### src/rtl/usb_uart_pkg.sv
// Shared UART-side definitions for the usb_uart byte pipeline: serialiser state
// encoding, default line/clock rates and the bit-period helper.
package usb_uart_pkg;

    localparam int DEFAULT_CLK_HZ = 48_000_000;
    localparam int DEFAULT_BAUD   = 115_200;

    typedef enum logic [1:0] {
        ST_IDLE  = 2'd0,
        ST_START = 2'd1,
        ST_DATA  = 2'd2,
        ST_STOP  = 2'd3
    } tx_state_t;

    // Rounded to the nearest whole clock; no fractional accumulation downstream.
    function automatic int clks_per_bit(input int clk_hz, input int baud);
        return (clk_hz + baud / 2) / baud;
    endfunction

endpackage

### src/rtl/sync_byte_fifo.sv
// Single-clock byte FIFO with registered occupancy count; pushes when full and
// pops when empty are ignored, so callers may drive push/pop unconditionally.
module sync_byte_fifo #(
    parameter int DEPTH = 16,
    parameter int WIDTH = 8
) (
    input  logic                     clk_48mhz,
    input  logic                     reset_n,
    input  logic                     push,
    input  logic [WIDTH-1:0]         push_data,
    input  logic                     pop,
    output logic [WIDTH-1:0]         pop_data,
    output logic                     full,
    output logic                     empty,
    output logic [$clog2(DEPTH):0]   count
);

    localparam int AW = $clog2(DEPTH);
    localparam logic [AW:0] FULL_COUNT = (AW + 1)'(DEPTH);

    logic [WIDTH-1:0] mem [DEPTH];
    logic [AW-1:0]    wr_ptr;
    logic [AW-1:0]    rd_ptr;
    logic             do_push;
    logic             do_pop;

    assign full     = (count == FULL_COUNT);
    assign empty    = (count == '0);
    assign do_push  = push && !full;
    assign do_pop   = pop && !empty;
    assign pop_data = mem[rd_ptr];

    // DEPTH is a power of two, so pointers wrap by plain overflow.
    always_ff @(posedge clk_48mhz or negedge reset_n) begin
        if (!reset_n) begin
            wr_ptr <= '0;
            rd_ptr <= '0;
            count  <= '0;
        end else begin
            if (do_push) wr_ptr <= wr_ptr + AW'(1);
            if (do_pop)  rd_ptr <= rd_ptr + AW'(1);
            case ({do_push, do_pop})
                2'b10:   count <= count + (AW + 1)'(1);
                2'b01:   count <= count - (AW + 1)'(1);
                default: count <= count;
            endcase
        end
    end

    always_ff @(posedge clk_48mhz) begin
        if (do_push) mem[wr_ptr] <= push_data;
    end

endmodule

### src/rtl/usb_uart_tx_bridge.sv
// Drains host->device bytes from the uart_out stream into a FIFO and serialises
// them onto an 8N1 (or 8N2) TX pin, back-to-back with no idle gap when queued.
//
//   state    | meaning
//   ---------+----------------------------------------------------------
//   ST_IDLE  | line high, waiting for a queued byte
//   ST_START | start bit (low) for one bit period
//   ST_DATA  | 8 data bits, LSB first
//   ST_STOP  | STOP_BITS high periods; chains straight into next start
module usb_uart_tx_bridge
    import usb_uart_pkg::*;
#(
    parameter int CLK_HZ     = DEFAULT_CLK_HZ,
    parameter int BAUD       = DEFAULT_BAUD,
    parameter int FIFO_DEPTH = 16,
    parameter int STOP_BITS  = 1
) (
    input  logic                           clk_48mhz,
    input  logic                           reset_n,
    input  logic [7:0]                     uart_in_data,
    input  logic                           uart_in_valid,
    output logic                           uart_in_ready,
    output logic                           tx,
    output logic                           busy,
    output logic [$clog2(FIFO_DEPTH):0]    fifo_count
);

    localparam int CLKS_PER_BIT = clks_per_bit(CLK_HZ, BAUD);
    localparam int CNT_W        = (CLKS_PER_BIT > 1) ? $clog2(CLKS_PER_BIT) : 1;
    localparam logic [CNT_W-1:0] BAUD_LAST = CNT_W'(CLKS_PER_BIT - 1);
    localparam logic [2:0]       STOP_LAST = 3'(STOP_BITS - 1);

    tx_state_t        state;
    logic [7:0]       shift_reg;
    logic [2:0]       bit_cnt;
    logic [CNT_W-1:0] baud_cnt;
    logic             baud_end;
    logic             fifo_pop;
    logic             fifo_full;
    logic             fifo_empty;
    logic [7:0]       fifo_rd_data;

    sync_byte_fifo #(
        .DEPTH (FIFO_DEPTH),
        .WIDTH (8)
    ) u_fifo (
        .clk_48mhz (clk_48mhz),
        .reset_n   (reset_n),
        .push      (uart_in_valid),
        .push_data (uart_in_data),
        .pop       (fifo_pop),
        .pop_data  (fifo_rd_data),
        .full      (fifo_full),
        .empty     (fifo_empty),
        .count     (fifo_count)
    );

    assign uart_in_ready = !fifo_full;
    assign baud_end      = (baud_cnt == BAUD_LAST);

    // Pop from IDLE, or at the very end of the last stop period to chain frames.
    always_comb begin
        fifo_pop = 1'b0;
        if (!fifo_empty) begin
            if (state == ST_IDLE)
                fifo_pop = 1'b1;
            else if (state == ST_STOP && baud_end && bit_cnt == STOP_LAST)
                fifo_pop = 1'b1;
        end
    end

    always_ff @(posedge clk_48mhz or negedge reset_n) begin
        if (!reset_n) begin
            state     <= ST_IDLE;
            tx        <= 1'b1;
            busy      <= 1'b0;
            shift_reg <= '0;
            bit_cnt   <= '0;
            baud_cnt  <= '0;
        end else begin
            busy <= (state != ST_IDLE) || !fifo_empty;
            case (state)
                ST_IDLE: begin
                    tx <= 1'b1;
                    if (fifo_pop) begin
                        state     <= ST_START;
                        shift_reg <= fifo_rd_data;
                        tx        <= 1'b0;
                        baud_cnt  <= '0;
                        bit_cnt   <= '0;
                    end
                end
                ST_START: begin
                    if (baud_end) begin
                        baud_cnt <= '0;
                        bit_cnt  <= '0;
                        state    <= ST_DATA;
                        tx       <= shift_reg[0];
                    end else begin
                        baud_cnt <= baud_cnt + CNT_W'(1);
                    end
                end
                ST_DATA: begin
                    if (baud_end) begin
                        baud_cnt <= '0;
                        if (bit_cnt == 3'd7) begin
                            bit_cnt <= '0;
                            state   <= ST_STOP;
                            tx      <= 1'b1;
                        end else begin
                            bit_cnt   <= bit_cnt + 3'd1;
                            shift_reg <= {1'b0, shift_reg[7:1]};
                            tx        <= shift_reg[1];
                        end
                    end else begin
                        baud_cnt <= baud_cnt + CNT_W'(1);
                    end
                end
                ST_STOP: begin
                    if (baud_end) begin
                        baud_cnt <= '0;
                        if (bit_cnt == STOP_LAST) begin
                            bit_cnt <= '0;
                            if (fifo_pop) begin
                                state     <= ST_START;
                                shift_reg <= fifo_rd_data;
                                tx        <= 1'b0;
                            end else begin
                                state <= ST_IDLE;
                            end
                        end else begin
                            bit_cnt <= bit_cnt + 3'd1;
                        end
                    end else begin
                        baud_cnt <= baud_cnt + CNT_W'(1);
                    end
                end
                default: state <= ST_IDLE;
            endcase
        end
    end

endmodule
### config.mk
export PLATFORM = sky130hd
export DESIGN_NAME = usb_uart_tx_bridge
export DESIGN_NICKNAME = d
export VERILOG_FILES = /design/src/rtl/usb_uart_pkg.sv /design/src/rtl/sync_byte_fifo.sv /design/src/rtl/usb_uart_tx_bridge.sv
export SDC_FILE = /design/constraint.sdc
export NUM_CORES = 1
export LEC_CHECK = 0
export CAP_MARGIN = 5
export CORE_ASPECT_RATIO = 1.75
export CORE_MARGIN = 1
export CORE_UTILIZATION = 53
export DETAILED_ROUTE_END_ITERATION = 7
export GPL_TIMING_DRIVEN = 0
export PLACE_DENSITY = 0.74
export SYNTH_ARGS = -nofsm -noshare
export SYNTH_HDL_FRONTEND = slang
export SYNTH_SLANG_ARGS = --single-unit
export TNS_END_PERCENT = 10
### constraint.sdc
create_clock -name clk_48mhz -period 7.7 [get_ports clk_48mhz]
set_input_delay 1.54 -clock clk_48mhz [delete_from_list [all_inputs] [get_ports clk_48mhz]]
set_output_delay 1.54 -clock clk_48mhz [all_outputs]
set_load 0.1 [all_outputs]
[Yosys cells after proc, flatten, opt, wreduce, memory -nomap -nowiden]
Memory sizes are Yosys's and may differ from the RTL's.
Index checks and enable logic that the tools add are counted.
Word-level totals
  register bits: 37
  RAM bits: 128
  input port bits: 11
  output and inout bits: 8
  word-level logic and storage cells: 88
  memories: 1
Memory list
  u_fifo.mem: depth 16, bits a word 8, rd ports 1, clocked after Yosys merged registers in 0, write ports 1, line sync_byte_fifo.sv:21  | logic [WIDTH-1:0] mem [DEPTH];
Cells by class
  add/sub/neg operators: 6
  equal/unequal tests: 16
  muxes and demuxes: 38
  reduce and logical (&&, ||, !) cells: 18
Operator list (number)
  8-bit two-way mux: 5
  8-bit case mux with 3 select lines: 1
  3-bit two-way mux: 6
  9-bit two-way mux: 2
  9-bit case mux with 2 select lines: 1
  1-bit two-way mux: 13
  2-bit two-way mux: 6
  3-bit case mux with 4 select lines: 1
  2-bit inequality test (second input constant): 5
  5-bit case mux with 2 select lines: 1
  5-bit AND reduction: 2
  9-bit by 1-bit adder with 9-bit output (second input constant): 1
  9-bit equality test (second input constant): 1
  4-bit by 1-bit adder with 4-bit output (second input constant): 2
  2-bit case mux with 4 select lines: 1
  2-bit equality test (second input constant): 3
  2-bit by 1-bit inequality test with 1-bit output (second input constant): 3
  6-bit AND reduction: 1
  5-bit by 1-bit adder with 5-bit output (second input constant): 1
  5-bit equality test (second input constant): 1
  5-bit logical NOT: 1
  5-bit by 1-bit subtractor with 5-bit output (second input constant): 1
  2-bit by 1-bit equality test with 1-bit output (second input constant): 2
  1-bit logical AND: 4
  other kinds (11): 13

[Depth between registers and ports, before layout]
  word-level depth: 10
  mapped depth: 13
  depth with buffers taken out: 13

[By module]
A second synthesis with hierarchy kept.
Second synthesis, totals
  cells, all modules: 497
  area, all modules: 7287.0 µm²
Modules (own cells, without submodules)
  sync_byte_fifo: instances 1, cells an instance 332, area an instance 5779.3 µm², seq. area each 4169.0 µm²
  usb_uart_tx_bridge: instances 1, cells an instance 165, area an instance 1507.7 µm², seq. area each 601.8 µm²

[Least setup slack after synthesis]
Ideal clock, no wire load.
  path kind: reg2reg
  start point: register u_fifo.count[0]
  end point: register u_fifo.count[4]
  library setup time: 0.081 ns
  arrival time: 3.808 ns
  required time: 7.619 ns
  setup slack: 3.811 ns
  cell stages (with the launch flop): 14
  buffers on the path: 1
  period minus slack after synthesis: 3.889 ns
  cell sequence: dfrtp_1 > nor4_1 > nand2_1 > and2_1 > clkbuf_1 > inv_1 > ha_1 > inv_1 > fa_1 > nor2b_1 > o21ai_0 > and3_1 > nor3_1 > xnor2_1
On the way
  longest elaborated chain between the ends: 5
  elaborated cells between the ends (all ways): 13
  those cells by class: add/sub (2); eq/ne (3); mux (2); reduce/logical (6)
Ends and longest elaborated chain
  start, declared: line sync_byte_fifo.sv:15  | output logic [$clog2(DEPTH):0] count
  start signal, assigned: line sync_byte_fifo.sv:43  | 2'b10: count <= count + (AW + 1)'(1);
  start signal, assigned: line sync_byte_fifo.sv:44  | 2'b01: count <= count - (AW + 1)'(1);
  start signal, assigned: line sync_byte_fifo.sv:45  | default: count <= count;
  5-bit equality test *: line sync_byte_fifo.sv:27  | assign full = (count == FULL_COUNT);
  1-bit logical NOT *
  named net uart_in_ready: line usb_uart_tx_bridge.sv:22  | output logic uart_in_ready,
  1-bit logical AND *: line sync_byte_fifo.sv:29  | assign do_push = push && !full;
  2-bit by 1-bit equality test with 1-bit output or 2-bit equality test (tied branches): line sync_byte_fifo.sv:42  | case ({do_push, do_pop})
  5-bit case mux with 2 select lines or 2-bit nonzero test (tied branches)
Mark *: on every way through the listed nets, which the timed path passes. The rest lies on a longest branch.
A chain may end at the register's enable or synchronous reset.

[Worst setup path in the final report]
  start point: register u_fifo.count[1]
  end point: output uart_in_ready
On the way
  longest elaborated chain between the ends: 2
Ends and longest elaborated chain
  5-bit equality test: line sync_byte_fifo.sv:27
  1-bit logical NOT: line usb_uart_tx_bridge.sv:58  | assign uart_in_ready = !fifo_full;
  end, declared: line usb_uart_tx_bridge.sv:22
Every way passes these cells.

==> flow_summary.yaml <==
floorplan:
  io_pins: 19
  fp.coreArea_sq_um: 13010
  die_y_um: 154.8
  num_rows: 55
  die_area_sq_um: 13830
  start_util_pct: 54.39
  die_w_um: 89.34
worst_setup_path:
  worstPathMaxFanout: 6
  slowest_delay_ns: 0.98
  crit_end: "uart_in_ready"
  worstPathArrival_ns: 2.34
  crit_type: "reg -> out"
  reg2reg_depth: 13
  r2r_end: "u_fifo.count[4]$_DFFE_PN0P_"
  slowest_stage: "clkdlybuf4s50_1"
  startpoint: "u_fifo.count[1]$_DFFE_PN0P_"
  worstPathRequired_ns: 6.16
  critPathCaptureType: "output port"
  cp_cell_sequence: "nor4_1 -> nand2_1 -> clkdlybuf4s50_1"
  r2r-start: "baud_cnt[0]$_DFFE_PN0P_"
  startpoint_type: "flop"
  reg2reg_slack_ns: 4.54
grt:
  track_usage_pct: 22.97
  grt_overflow: 0
  use_met2_pct: 40.93
  use_met1_pct: 24.80
  grt_pass1_vias: 4092
  busiest_layer: "met2"
  met3_usage_pct: 5.016
  grt_antenna_before_repair: 0
  grt_start_max_net_pins: 38
  grt_pass1_wl_um: 22250
clock_tree:
  clock_sinks: 165
  clockBufferDepth: 2
  htree_levels: 4
  post_cts_resized: 0
  worstSkewPairLatency_ns: 0.43
  cts_made_buffers: 17
  root_buffer: "clkbuf_16"
  cts_tree: "yes"
  holdBufCountCts: 0
  post_cts.repair.setup_buffers: 0
  clk_pin_slew_ns: 0.06
sta:
  fin_crit_ns: 3.881
  maxSlewViolCount: 0
  hold_slack_ns: 0.5159
  tightest_slew_ns: 1.269
  max_freq_mhz: 257.7
  relSlewSlack_pct: 14.77
  tns_ns: 0
  finalCritPeriodShare_pct: 50.40
  setup_viol: 0
  fin_skew_ns: 0.01210
  hold_viol: 0
  rsz0062_at_grt: "no"
yosys:
  ys_warn_count: 0
  ys_seq_elements: 165
  syn_nets: 478
  synth.avg_cell_area_sq_um: 15.86
  netlist_instances: 446
  yosysUniqueCellTypes: 49
  synth_fa_ha_area_share_pct: 3.820
  synth_compound_area_share_pct: 6.296
  synthMuxAreaShare_pct: 10.75
  synth-edff-count: 128
  async_flop_share_pct: 22.42
  yosys.area_share.simple_pct: 7.145
  synth_ff_type: "edfxtp_1"
  synth_seq_area_share_pct: 67.44
  synth_xor_area_share_pct: 1.981
  synthesis.area_sq_um: 7074
  synth_top_family_by_area: "multiplexers"
drt:
  drcViolationCount: 0
  post_drt_wl_per_cell_um: 21.46
  via_count: 3974
  vias_per_cell: 5.949
  dr.pass1.iters: 4
  drt_wl_total_um: 14340
  ant_nets: 0
  drt_iter0_markers: 242
finish:
  layout_commonest_cell: "edfxtp_1"
  drive_above_1_share_pct: 15.90
  nets: 516
  antennaDiodeCount: 0
  area_growth_pct: 13.94
  largest_reg_flops: 128
  fillers: 929
  layout_common_cells: "128 x edfxtp_1, 36 x dfrtp_1, 34 x nor2_1, 28 x a21oi_1, 24 x mux4_2"
pwr:
  p_leak_nw: 2.852
  peakVddDrop_mv: 0.1887
  power_density_nw_per_um2: 281.0
placed_design:
  post-dp-hpwl_um: 9886
  portBuffers: 18
  gp_congestion: 0.8365
run_status:
  outcome: "complete, no violations"
job:
  timing.max_cap.violations: 0
worst_hold_path:
  hold_path_class: "reg -> reg"
## cells in the mapped netlist (4+ instances only)
cell / n / area [sq um]
mux4_2: 24 / 540.5
inv_1: 18 / 67.56
nor2b_1: 6 / 37.54
nand2_1: 20 / 75.07
buf_6: 4 / 45.04
edfxtp_1: 128 / 3844
nor2_1: 34 / 127.6
mux4_1: 6 / 157.7
nor3_1: 6 / 30.03
nand2b_1: 4 / 25.02
and3_1: 4 / 25.02
ha_1: 20 / 250.2
mux2i_1: 4 / 40.04
clkbuf_1: 7 / 26.28
xnor2_1: 7 / 61.31
buf_2: 7 / 35.03
xor2_1: 9 / 78.83
nand3_1: 6 / 30.03
a22oi_1: 15 / 112.6
o21ai_0: 11 / 55.05
dfrtp_1: 36 / 900.9
nand4_1: 7 / 43.79
a21oi_1: 28 / 140.1
## power by group
group,switching (mW),internal (mW)
Sequential,0.0394,1.05
Combinational,0.256,0.0968
Clock,0.386,0.433
## metal layers
metal | vias to the layer above | routed length, um
li1 | 1797 | -
met1 | 2029 | 5214
met2 | 117 | 8016
met3 | 31 | 458
met4 | 0 | 645
met5 | - | 0
## worst min-delay path by stage
stage	start	endpoint	slack, ns	cells after the start
6_report	shift_reg[7]$_DFFE_PN0P_	shift_reg[7]$_DFFE_PN0P_	0.52	1
4_1_cts	shift_reg[7]$_DFFE_PN0P_	shift_reg[7]$_DFFE_PN0P_	0.52	1
3_5_place_dp	shift_reg[7]$_DFFE_PN0P_	shift_reg[7]$_DFFE_PN0P_	0.50	1
2_1_floorplan	shift_reg[7]$_DFFE_PN0P_	shift_reg[7]$_DFFE_PN0P_	0.48	1
5_1_grt	shift_reg[7]$_DFFE_PN0P_	shift_reg[7]$_DFFE_PN0P_	0.53	1
3_3_place_gp	shift_reg[7]$_DFFE_PN0P_	shift_reg[7]$_DFFE_PN0P_	0.49	1
## stage by stage
stage / cell area [sq um] / util (%) / setup slack (ns) / instances / total power, mW
floorplan: 7074 / - / 3.811 / 446 / 1.349
detailed placement: 7463 / 57.38 / 3.570 / 635 / 1.464
CTS: 8053 / 61.91 / 3.781 / 667 / 2.274
global route: 8060 / 61.97 / 3.722 / 668 / 2.338
finish: 8060 / 61.97 / 3.819 / 668 / 2.265
global placement: 7468 / 57.42 / 3.617 / 635 / 1.448
## logic make-up after synthesis
group / Yosys count
adder cells (fa/ha/maj): 21
AO/OA/AOI/OAI: 70
XOR/XNOR: 16
buffers and inverters: 38
AND/OR/NAND/NOR: 100
flip-flops: 165
multiplexers: 36
## worst max-delay path: cells and delay by family (launching register included)
family        cells  cell delay [ns]
simple gates      2             0.51
flops             1             0.44
buf+inv           1             0.98
## layout make-up
class	count	area (sq um)	share of cell area, %
Buffer	20	113.9	1.413
Clock buffer	17	425.4	5.278
Clock inverter	15	163.9	2.034
Inverter	18	67.56	0.8382
Multi-Input combinational cell	243	2122	26.33
Sequential cell	165	4771	59.19
Tap cell	171	214.0	2.654
Timing Repair Buffer	19	182.7	2.266
No activity file was read; power rests on OpenSTA's default activity.
